<file path="src/rtl/mul_float_arbiter.sv">
// Round-robin arbiter sharing one FP multiplier pipeline between four requesters.
// Winning operands go through a single issue register. The winner's ID is queued
// in an in-order tag FIFO so each returning result can be routed back to the
// requester that issued it.
module mul_float_arbiter #(
  parameter int unsigned DEPTH = 8
) (
  input  logic                       iCLOCK,
  input  logic                       inRESET,
  input  logic                       iRESET_SYNC,
  // Requester side
  input  logic [3:0]                 iREQ_VALID,
  output logic [3:0]                 oREQ_BUSY,
  input  logic [127:0]               iREQ_A,
  input  logic [127:0]               iREQ_B,
  // Multiplier input side
  output logic                       oMUL_VALID,
  input  logic                       iMUL_BUSY,
  output logic [31:0]                oMUL_A,
  output logic [31:0]                oMUL_B,
  // Multiplier output side
  input  logic                       iMUL_VALID,
  output logic                       oMUL_BUSY,
  input  logic [31:0]                iMUL_DATA,
  // Result side
  output logic [3:0]                 oRES_VALID,
  input  logic [3:0]                 iRES_BUSY,
  output logic [31:0]                oRES_DATA,
  // Status
  output logic [$clog2(DEPTH+1)-1:0] oINFLIGHT,
  output logic                       oERR
);

  localparam int unsigned PtrW = $clog2(DEPTH);
  localparam int unsigned CntW = $clog2(DEPTH + 1);

  // Issue register
  logic             issue_valid_q, issue_valid_d;
  logic [31:0]      issue_a_q, issue_a_d;
  logic [31:0]      issue_b_q, issue_b_d;

  // Arbitration state
  logic [1:0]       rr_ptr_q, rr_ptr_d;

  // Tag FIFO; pointers carry one extra wrap bit
  logic [1:0]       tag_mem_q [DEPTH];
  logic [PtrW:0]    wr_ptr_q, wr_ptr_d;
  logic [PtrW:0]    rd_ptr_q, rd_ptr_d;

  logic [CntW-1:0]  inflight_q, inflight_d;
  logic             err_q, err_d;

  // Combinational control
  logic             issue_ready;
  logic             credit_ok;
  logic             grant_en;
  logic             found;
  logic [1:0]       cand;
  logic [1:0]       winner;
  logic             grant;
  logic             fifo_empty;
  logic [1:0]       head;
  logic             result_ok;
  logic             pop;
  logic             stray;

  // Round-robin winner search and requester stall generation
  always_comb begin
    issue_ready = !issue_valid_q || !iMUL_BUSY;
    credit_ok   = inflight_q < CntW'(DEPTH);
    grant_en    = issue_ready && credit_ok && !iRESET_SYNC;
    found       = 1'b0;
    cand        = 2'd0;
    winner      = rr_ptr_q;
    for (int k = 0; k < 4; k++) begin
      cand = rr_ptr_q + 2'(k);
      if (!found && iREQ_VALID[cand]) begin
        found  = 1'b1;
        winner = cand;
      end
    end
    grant     = grant_en && found;
    oREQ_BUSY = 4'hF;
    if (grant) begin
      oREQ_BUSY[winner] = 1'b0;
    end
  end

  // Return routing: FIFO head tag steers the result to its requester
  always_comb begin
    fifo_empty = (wr_ptr_q == rd_ptr_q);
    head       = tag_mem_q[rd_ptr_q[PtrW-1:0]];
    // A result with no outstanding tag is dropped and flagged
    result_ok  = iMUL_VALID && !fifo_empty && !iRESET_SYNC;
    stray      = iMUL_VALID && fifo_empty;
    oRES_VALID = 4'b0000;
    oMUL_BUSY  = 1'b0;
    pop        = 1'b0;
    if (result_ok) begin
      oRES_VALID[head] = 1'b1;
      oMUL_BUSY        = iRES_BUSY[head];
      pop              = !iRES_BUSY[head];
    end
    oRES_DATA = iMUL_DATA;
  end

  // Next-state for issue register, pointers, credit counter and error flag
  always_comb begin
    issue_valid_d = issue_valid_q;
    issue_a_d     = issue_a_q;
    issue_b_d     = issue_b_q;
    rr_ptr_d      = rr_ptr_q;
    wr_ptr_d      = wr_ptr_q;
    rd_ptr_d      = rd_ptr_q;
    inflight_d    = inflight_q;
    err_d         = err_q;

    if (iRESET_SYNC) begin
      issue_valid_d = 1'b0;
      issue_a_d     = 32'h0;
      issue_b_d     = 32'h0;
      rr_ptr_d      = 2'd0;
      wr_ptr_d      = '0;
      rd_ptr_d      = '0;
      inflight_d    = '0;
      err_d         = 1'b0;
    end else begin
      if (grant) begin
        issue_valid_d = 1'b1;
        issue_a_d     = iREQ_A[{winner, 5'd0} +: 32];
        issue_b_d     = iREQ_B[{winner, 5'd0} +: 32];
        rr_ptr_d      = winner + 2'd1;
        wr_ptr_d      = wr_ptr_q + 1'b1;
      end else if (!iMUL_BUSY) begin
        issue_valid_d = 1'b0;
      end

      if (pop) begin
        rd_ptr_d = rd_ptr_q + 1'b1;
      end

      unique case ({grant, pop})
        2'b10:   inflight_d = inflight_q + CntW'(1);
        2'b01:   inflight_d = inflight_q - CntW'(1);
        default: inflight_d = inflight_q;
      endcase

      if (stray) begin
        err_d = 1'b1;
      end
    end
  end

  // State registers with asynchronous active-low reset
  always_ff @(posedge iCLOCK or negedge inRESET) begin
    if (!inRESET) begin
      issue_valid_q <= 1'b0;
      issue_a_q     <= 32'h0;
      issue_b_q     <= 32'h0;
      rr_ptr_q      <= 2'd0;
      wr_ptr_q      <= '0;
      rd_ptr_q      <= '0;
      inflight_q    <= '0;
      err_q         <= 1'b0;
    end else begin
      issue_valid_q <= issue_valid_d;
      issue_a_q     <= issue_a_d;
      issue_b_q     <= issue_b_d;
      rr_ptr_q      <= rr_ptr_d;
      wr_ptr_q      <= wr_ptr_d;
      rd_ptr_q      <= rd_ptr_d;
      inflight_q    <= inflight_d;
      err_q         <= err_d;
    end
  end

  // Tag storage; entries are only read while the FIFO is non-empty
  always_ff @(posedge iCLOCK) begin
    if (grant) begin
      tag_mem_q[wr_ptr_q[PtrW-1:0]] <= winner;
    end
  end

  assign oMUL_VALID = issue_valid_q;
  assign oMUL_A     = issue_a_q;
  assign oMUL_B     = issue_b_q;
  assign oINFLIGHT  = inflight_q;
  assign oERR       = err_q;

endmodule

</file>
<file path="config.mk">
export PLATFORM = sky130hd
export DESIGN_NAME = mul_float_arbiter
export DESIGN_NICKNAME = d
export VERILOG_FILES = /design/src/rtl/mul_float_arbiter.sv
export SDC_FILE = /design/constraint.sdc
export NUM_CORES = 1
export LEC_CHECK = 0
export ABC_AREA = 1
export CAP_MARGIN = 20
export CORE_MARGIN = 2
export CORE_UTILIZATION = 25
export CTS_BUF_LIST = sky130_fd_sc_hd__clkbuf_16
export DETAILED_ROUTE_END_ITERATION = 8
export PLACE_DENSITY = 0.68
export SYNTH_ARGS = -nofsm -noshare
export SYNTH_HDL_FRONTEND = slang
export SYNTH_SLANG_ARGS = --single-unit
</file>
<file path="constraint.sdc">
create_clock -name iCLOCK -period 4.39 [get_ports iCLOCK]
set_clock_uncertainty 0.05 [all_clocks]
set_input_delay 0.878 -clock iCLOCK [delete_from_list [all_inputs] [get_ports iCLOCK]]
set_output_delay 0.878 -clock iCLOCK [all_outputs]
set_load 0.01 [all_outputs]
</file>
==> impl_metrics.json, run 1 <==
{
  "vdd_drop_max_mv": 0.7594,
  "regToRegEndpoint": "oMUL_A[1]$_DFFE_PN0P_",
  "dieHeight_um": 172.0,
  "max-slew-margin-rel_pct": 41.00,
  "hpwlAfterDp_mm": 18.34,
  "cts_num_sinks": 96,
  "worstRegToRegCells": 16,
  "postSynthRegisterBits": 96,
  "r2r-start": "rr_ptr_q[0]$_DFFE_PN0P_",
  "largest_net_degree_at_the_start_of_global_routing": 153,
  "fmax_ghz": 0.2334,
  "cts-root-to-sink-buffers": 2,
  "max-cap-violations": 0,
  "synth.yosys.seq_area_share_pct": 35.20,
  "synthSimpleGateAreaFrac_pct": 34.15,
  "syn_to_final_growth_pct": 54.60,
  "timing.setup.tns_ps": 0,
  "cp_slowest_cell": "clkdlybuf4s50_1",
  "path_max_fanout": 6,
  "mappedNetlistArea_mm2": 0.007053,
  "fin_crit_sh_pct": 97.60,
  "cts_tree": "done",
  "cts.root.buffer_cell": "clkbuf_16",
  "register_to_register_setup_slack_ps": 1230,
  "setup.worst_path.end_class": "primary output",
  "global_route.usage.total_pct": 16.00,
  "drt_drc_violations_left": 0,
  "cells_after_synthesis": 1108,
  "nNetsFinal": 1694,
  "die_area_mm2": 0.02957,
  "finalHoldViolations": 0,
  "drt-wirelength-per-cell_um": 13.70,
  "wirelength_mm": 24.21,
  "power.leakage_uw": 0.005271,
  "final-setup-viol-count": 0,
  "setup.worst_path.start_class": "input pin",
  "insertedDiodeCount": 0,
  "cp.arrival_ps": 3360,
  "antenna_left": 0,
  "die_w_um": 172.0,
  "compound_cell_area_share_of_the_yosys_netlist_pct": 11.25,
  "clkLatencyLatePin_ps": 360,
  "core-area_mm2": 0.02778,
  "whs_path_depth": 1,
  "min_period_ps": 4285,
  "synth_xor_area_share_pct": 1.082,
  "worstPathBufferInverterCount": 5,
  "antenna_found_initial": 0,
  "synth_adder_area_share_pct": 1.419,
  "timing.critical_path.max_delay_family": "buffers and inverters",
  "final_core_utilization_pct": 39.25,
  "worst_hold_startpoint": "rd_ptr_q[3]$_DFFE_PN0P_",
  "route.detailed.vias_per_inst": 4.377,
  "final_max_slew_viol_count": 0,
  "grt_overflow": 0,
  "cts_buffers": 9,
  "worstHoldEndpoint": "rd_ptr_q[3]$_DFFE_PN0P_",
  "critical_path_class": "in2out",
  "clkTransAtPathRegs_ps": 80,
  "start_util_pct": 25.39,
  "detail_route.first_pass.iterations": 4,
  "portBuffers": 347,
  "globalplace.congestion": 0.8583,
  "max_stage_delay_on_crit_path_ps": 560,
  "required_ps": 3460,
  "power.density_cell_area_mw_per_mm2": 737.4,
  "number_of_drc_markers_after_the_initial_detailed_route_iteration": 284,
  "dr_vias": 7738,
  "drive_gt1_share_pct": 3.381,
  "synth.area.mux_share_pct": 0,
  "rsz0062_at_grt": "no",
  "crit_chain": "clkdlybuf4s50_1 -> inv_1 -> nand2_1 -> o21ai_0 -> nand2_1 -> o21ai_0 -> nand3b_1 -> or2_1 -> buf_4 -> nand2_8 -> inv_1 -> ha_1 -> nand2_1 -> clkdlybuf4s50_1",
  "synthesis.yosys.warnings": 0,
  "synth_top_family_by_area": "simple AND/OR/NAND/NOR gates",
  "io-pin-count": 412,
  "synth_fp_nets": 1417,
  "via_count_of_the_first_global_routing_pass": 7220,
  "max_slew.worst_pin.slew_ps": 885.0,
  "status": "completed",
  "h-tree-depth": 3,
  "worst_hold_path_type": "reg2reg",
  "wire_length_of_the_first_global_routing_pass_mm": 36.89,
  "synthesized_area_per_cell_um2": 6.366,
  "path_common_cell": "nand2_1",
  "synth.distinct_cells": 30,
  "placement_rows": 61
}
-- cell usage after synthesis --
cell	instances	area [um2]
nand2_1	396	1486
inv_1	158	593.1
nand3_1	154	770.7
o21ai_1	95	475.5
dfrtp_1	80	2002
o21ai_0	51	255.2
buf_4	50	375.4
buf_2	23	115.1
clkbuf_1	19	71.32
edfxtp_1	16	480.5
nor2_1	15	56.30
ha_1	8	100.1
buf_1	7	26.28
nor3_1	6	30.03
a21oi_1	5	25.02
xor2_1	4	35.03
inv_2	3	11.26
nand2_2	2	12.51
nand3b_1	2	15.01
nand4_1	2	12.51
o211ai_1	2	15.01
xor2_2	2	32.53
a22o_1	1	8.760
and2_1	1	6.260
nor2_2	1	6.260
nor4_1	1	6.260
o21a_1	1	7.510
o22ai_1	1	6.260
or2_1	1	6.260
xnor2_1	1	8.760
-- worst reg2reg max path, stage by stage (launching register included) --
cell and delay [ps]:
dfrtp_1 520, inv_2 140, nand2_1 80, o21ai_1 80
nand2_1 80, o21ai_1 90, nor2_2 140, nand3b_1 120
or2_1 250, buf_4 160, nand2_8 90, buf_4 650
nand2_1 180, o21ai_1 110, nand2_1 130, nand3_1 120
nand2_1 60
-- sequential cells by signal (all words and copies together) (netlist names) --
signal / flops
oMUL_A: 32
oMUL_B: 32
tag_mem_q: 16
oINFLIGHT: 4
rd_ptr_q: 4
wr_ptr_q: 4
rr_ptr_q: 2
oERR: 1
oMUL_VALID: 1
-- stage by stage --
stage / power, uW / hold WS (ps) / worst slack [ps] / instances / area [um2]
floorplan: 5572 / 403.0 / 943.8 / 1108 / 7053
global placement: 7217 / 425.8 / 26.77 / 1751 / 10590
detailed placement: 7334 / 430.2 / -26.09 / 1751 / 10590
CTS: 8171 / 443.7 / 38.33 / 1767 / 10890
global route: 8944 / 480.0 / 20.77 / 1768 / 10900
finish: 8041 / 439.1 / 105.2 / 1768 / 10900
-- routing by layer --
layer	share of wire, %	GRT usage, %	vias up
met5	0	0	-
met4	2.8	5.992	0
met3	7.0	4.326	49
met2	49	28.51	237
met1	41	18.25	3459
li1	-	-	3993
-- kinds of logic after synthesis --
family | count (synthesis)
buffers and inverters | 260
and+or+nand+nor | 581
DFF | 96
AOI/OAI and AO/OA | 156
adders and majority gates | 8
xor gates and xnor gates | 7
-- power breakdown --
group          internal (uW)  switching, uW
Sequential              1310            200
Combinational           2110           3610
Clock                    403            403
Total                   3830           4210
-- layout make-up --
cell class                 instances  area (um2)
timing repair buffer             365        3618
inverter                         161       604.3
fill                            2925       16880
multi-input combinational        752        3425
clock inverter                     7       76.32
tap                              378       473.0
sequential                        96        2482
clock buffer                       9       225.2
-- worst max path at each step --
stage	startpoint	to	slack, ps	depth (start not counted)
global route	iREQ_VALID[2]	oREQ_BUSY[3]	20	14
global placement	iREQ_VALID[0]	oREQ_BUSY[2]	30	12
detailed placement	iREQ_VALID[0]	oREQ_BUSY[0]	-30	12
finish	iREQ_VALID[2]	oREQ_BUSY[3]	110	14
CTS	iREQ_VALID[0]	oREQ_BUSY[1]	40	12
floorplan	iREQ_VALID[2]	oREQ_BUSY[1]	940	13
-- placed cells by master (no fill, tap or decap), drive strengths merged --
cell / count
nor4: 1
a22o: 1
xor2: 6
dfrtp: 80
nand3: 154
o21a: 1
or2: 1
clkinv: 4
clkbuf: 9
dlymetal6s2s: 1
nand3b: 2
nand2: 398
xnor2: 1
o22ai: 1
ha: 8
nor2: 16
o21ai: 146
o211ai: 2
nand4: 2
dlygate4sd2: 2
a21oi: 5
edfxtp: 16
clkdlybuf4s50: 343
inv: 164
buf: 19
nor3: 6
and2: 1
-- what timing repair did --
item | 4_1_cts | 5_1_grt
setup endpoints to repair | 2 | 2
pin swaps | 0 | 2
hold buffers | 0 | 0
gates cloned | 0 | 0
gates resized for setup | 2 | 5
setup buffers | 0 | 1
(Power assumes the default switching activity.)
==> inputs of run 2 (changes only) <==
--- a/config.mk
+++ b/config.mk
@@ -7,11 +7,11 @@
 export LEC_CHECK = 0
 export ABC_AREA = 1
 export CAP_MARGIN = 20
-export CORE_MARGIN = 2
-export CORE_UTILIZATION = 25
+export CORE_AREA = 2 2 158 160
 export CTS_BUF_LIST = sky130_fd_sc_hd__clkbuf_16
 export DETAILED_ROUTE_END_ITERATION = 8
-export PLACE_DENSITY = 0.68
+export DIE_AREA = 0 0 160 162
+export PLACE_DENSITY = 0.76
 export SYNTH_ARGS = -nofsm -noshare
 export SYNTH_HDL_FRONTEND = slang
 export SYNTH_SLANG_ARGS = --single-unit
==> run 2 against run 1 <==
  * First-iteration DRC count increased by 16%
  * Critical path depth decreased by 2
  * Critical path type unchanged
  * Non-clock buffer count decreased by 5
  * Sequential cell count unchanged
  * Combinational power about the same
  * Sequential power about the same
==> impl_metrics.json, run 2 (synthesis results as in run 1) <==
{
  "worst_hold_path_type": "reg2reg",
  "power.leakage_uw": 0.005262,
  "cts_tree": "done",
  "cts.root.buffer_cell": "clkbuf_16",
  "clkTransAtPathRegs_ps": 80,
  "regToRegEndpoint": "oINFLIGHT[3]$_DFFE_PN0P_",
  "drt-wirelength-per-cell_um": 13.84,
  "max-cap-violations": 0,
  "min_period_ps": 4086,
  "nNetsFinal": 1689,
  "fin_crit_sh_pct": 93.06,
  "cts-root-to-sink-buffers": 2,
  "fin_cells": 1709,
  "drive_gt1_share_pct": 3.032,
  "die_area_mm2": 0.02592,
  "largest_net_degree_at_the_start_of_global_routing": 171,
  "timing.critical_path.to": "oREQ_BUSY[1]",
  "dr_vias": 7787,
  "die_w_um": 160,
  "most_frequent_standard_cell_in_the_layout_excluding_fill_and_tap_cells": "nand2_1",
  "h-tree-depth": 3,
  "max-slew-margin-rel_pct": 43.99,
  "hpwlAfterDp_mm": 17.65,
  "detail_route.first_pass.iterations": 5,
  "cts_buffers": 9,
  "wirelength_mm": 23.66,
  "wire_length_of_the_first_global_routing_pass_mm": 37.18,
  "timing.setup.tns_ps": 0,
  "route.detailed.vias_per_inst": 4.556,
  "insertedDiodeCount": 0,
  "grt_overflow": 0,
  "count_of_fill_cells_added_during_filler_insertion": 2456,
  "start_util_pct": 29.26,
  "register_to_register_setup_slack_ps": 1150,
  "startpoint": "iREQ_VALID[3]",
  "fmax_ghz": 0.2448,
  "path_max_fanout": 3,
  "max_slew.worst_pin.slew_ps": 840.1,
  "setup.worst_path.start_class": "input pin",
  "globalplace.congestion": 0.8155,
  "finalHoldViolations": 0,
  "vdd_drop_max_mv": 1.446,
  "cts_num_sinks": 96,
  "setup.worst_path.end_class": "primary output",
  "syn_to_final_growth_pct": 53.40,
  "drt_drc_violations_left": 0,
  "rsz0062_at_grt": "no",
  "number_of_drc_markers_after_the_initial_detailed_route_iteration": 329,
  "clkLatencyLatePin_ps": 350,
  "final_max_slew_viol_count": 0,
  "io-pin-count": 412,
  "antenna_left": 0,
  "dieHeight_um": 162,
  "required_ps": 3460,
  "r2r-start": "rr_ptr_q[1]$_DFFE_PN0P_",
  "antenna_found_initial": 0,
  "critical_path_class": "in2out",
  "worstRegToRegCells": 16,
  "status": "completed",
  "power.density_cell_area_mw_per_mm2": 744.1,
  "core-area_mm2": 0.02411,
  "placed_cells_incl_taps": 1692,
  "via_count_of_the_first_global_routing_pass": 7285,
  "final-setup-viol-count": 0,
  "placement_rows": 57,
  "global_route.usage.total_pct": 17.95,
  "portBuffers": 347,
  "most_frequent_cells_in_the_layout": "395 x nand2_1, 342 x clkdlybuf4s50_1, 157 x inv_1",
  "fin_hold_ws_ps": 433.3,
  "cp.arrival_ps": 3160
}
==> run 2: layer usage <==
metal	vias to the layer above	track usage, %	wire (um)
li1	3991	-	-
met1	3519	21.07	9797
met2	255	32.23	11880
met3	22	5.082	1586
met4	0	4.750	388
met5	-	0	0
==> run 2: cell type report <==
cell class              instances  area, um2  share of cell area [%]
clock buffers                   9      225.2                   2.082
well taps                     324      405.4                   3.747
clock inverters                 7      86.33                  0.7980
multi-input cells             752       3425                   31.65
flip-flops and latches         96       2482                   22.94
inverters                     161      604.3                   5.586
repair buffers                360       3591                   33.19
==> run 2: worst min path at each step <==
stage | startpoint | endpoint | slack, ps | cells after the start
6_report | rd_ptr_q[3]$_DFFE_PN0P_ | rd_ptr_q[3]$_DFFE_PN0P_ | 430 | 1
3_5_place_dp | oERR$_DFFE_PN0P_ | oERR$_DFFE_PN0P_ | 420 | 2
4_1_cts | oERR$_DFFE_PN0P_ | oERR$_DFFE_PN0P_ | 440 | 2
2_1_floorplan | rd_ptr_q[3]$_DFFE_PN0P_ | rd_ptr_q[3]$_DFFE_PN0P_ | 400 | 1
5_1_grt | oMUL_A[31]$_DFFE_PN0P_ | oMUL_A[31]$_DFFE_PN0P_ | 470 | 2
3_3_place_gp | oERR$_DFFE_PN0P_ | oERR$_DFFE_PN0P_ | 420 | 2
==> run 2: metrics by stage <==
| step | utilization, % | setup slack (ps) | instance area, um2 | power, uW |
|---|---|---|---|---|
| 2_1_floorplan | - | 943.8 | 7053 | 5572 |
| 3_3_place_gp | 43.49 | 38.64 | 10480 | 7162 |
| 3_5_place_dp | 43.49 | 32.77 | 10480 | 7264 |
| 4_1_cts | 44.78 | 3.388 | 10790 | 8149 |
| 5_1_grt | 44.88 | 175.4 | 10820 | 8946 |
| 6_report | 44.88 | 304.5 | 10820 | 8050 |
==> run 2: critical path, cell delays in order <==
cell,delay (ps)
clkdlybuf4s50_1,450
o21ai_0,280
o21ai_2,130
nor2_2,130
nand3b_1,130
or2_1,260
nand2_2,130
buf_4,160
xor2_4,170
ha_1,180
nand2_1,50
dlymetal6s2s_1,210
==> run 2: report_power, final <==
group / internal, uW / total [uW] / switching, uW
combinational: 2080 / 5700 / 3620
sequential: 1320 / 1510 / 194
clock: 457 / 839 / 382
==> run 2: what timing repair did <==
action | 4_1_cts | 5_1_grt
endpoints found under the setup margin | 0 | 4
hold buffers | 0 | 0
setup buffers | 0 | 1
resized for setup | 0 | 7
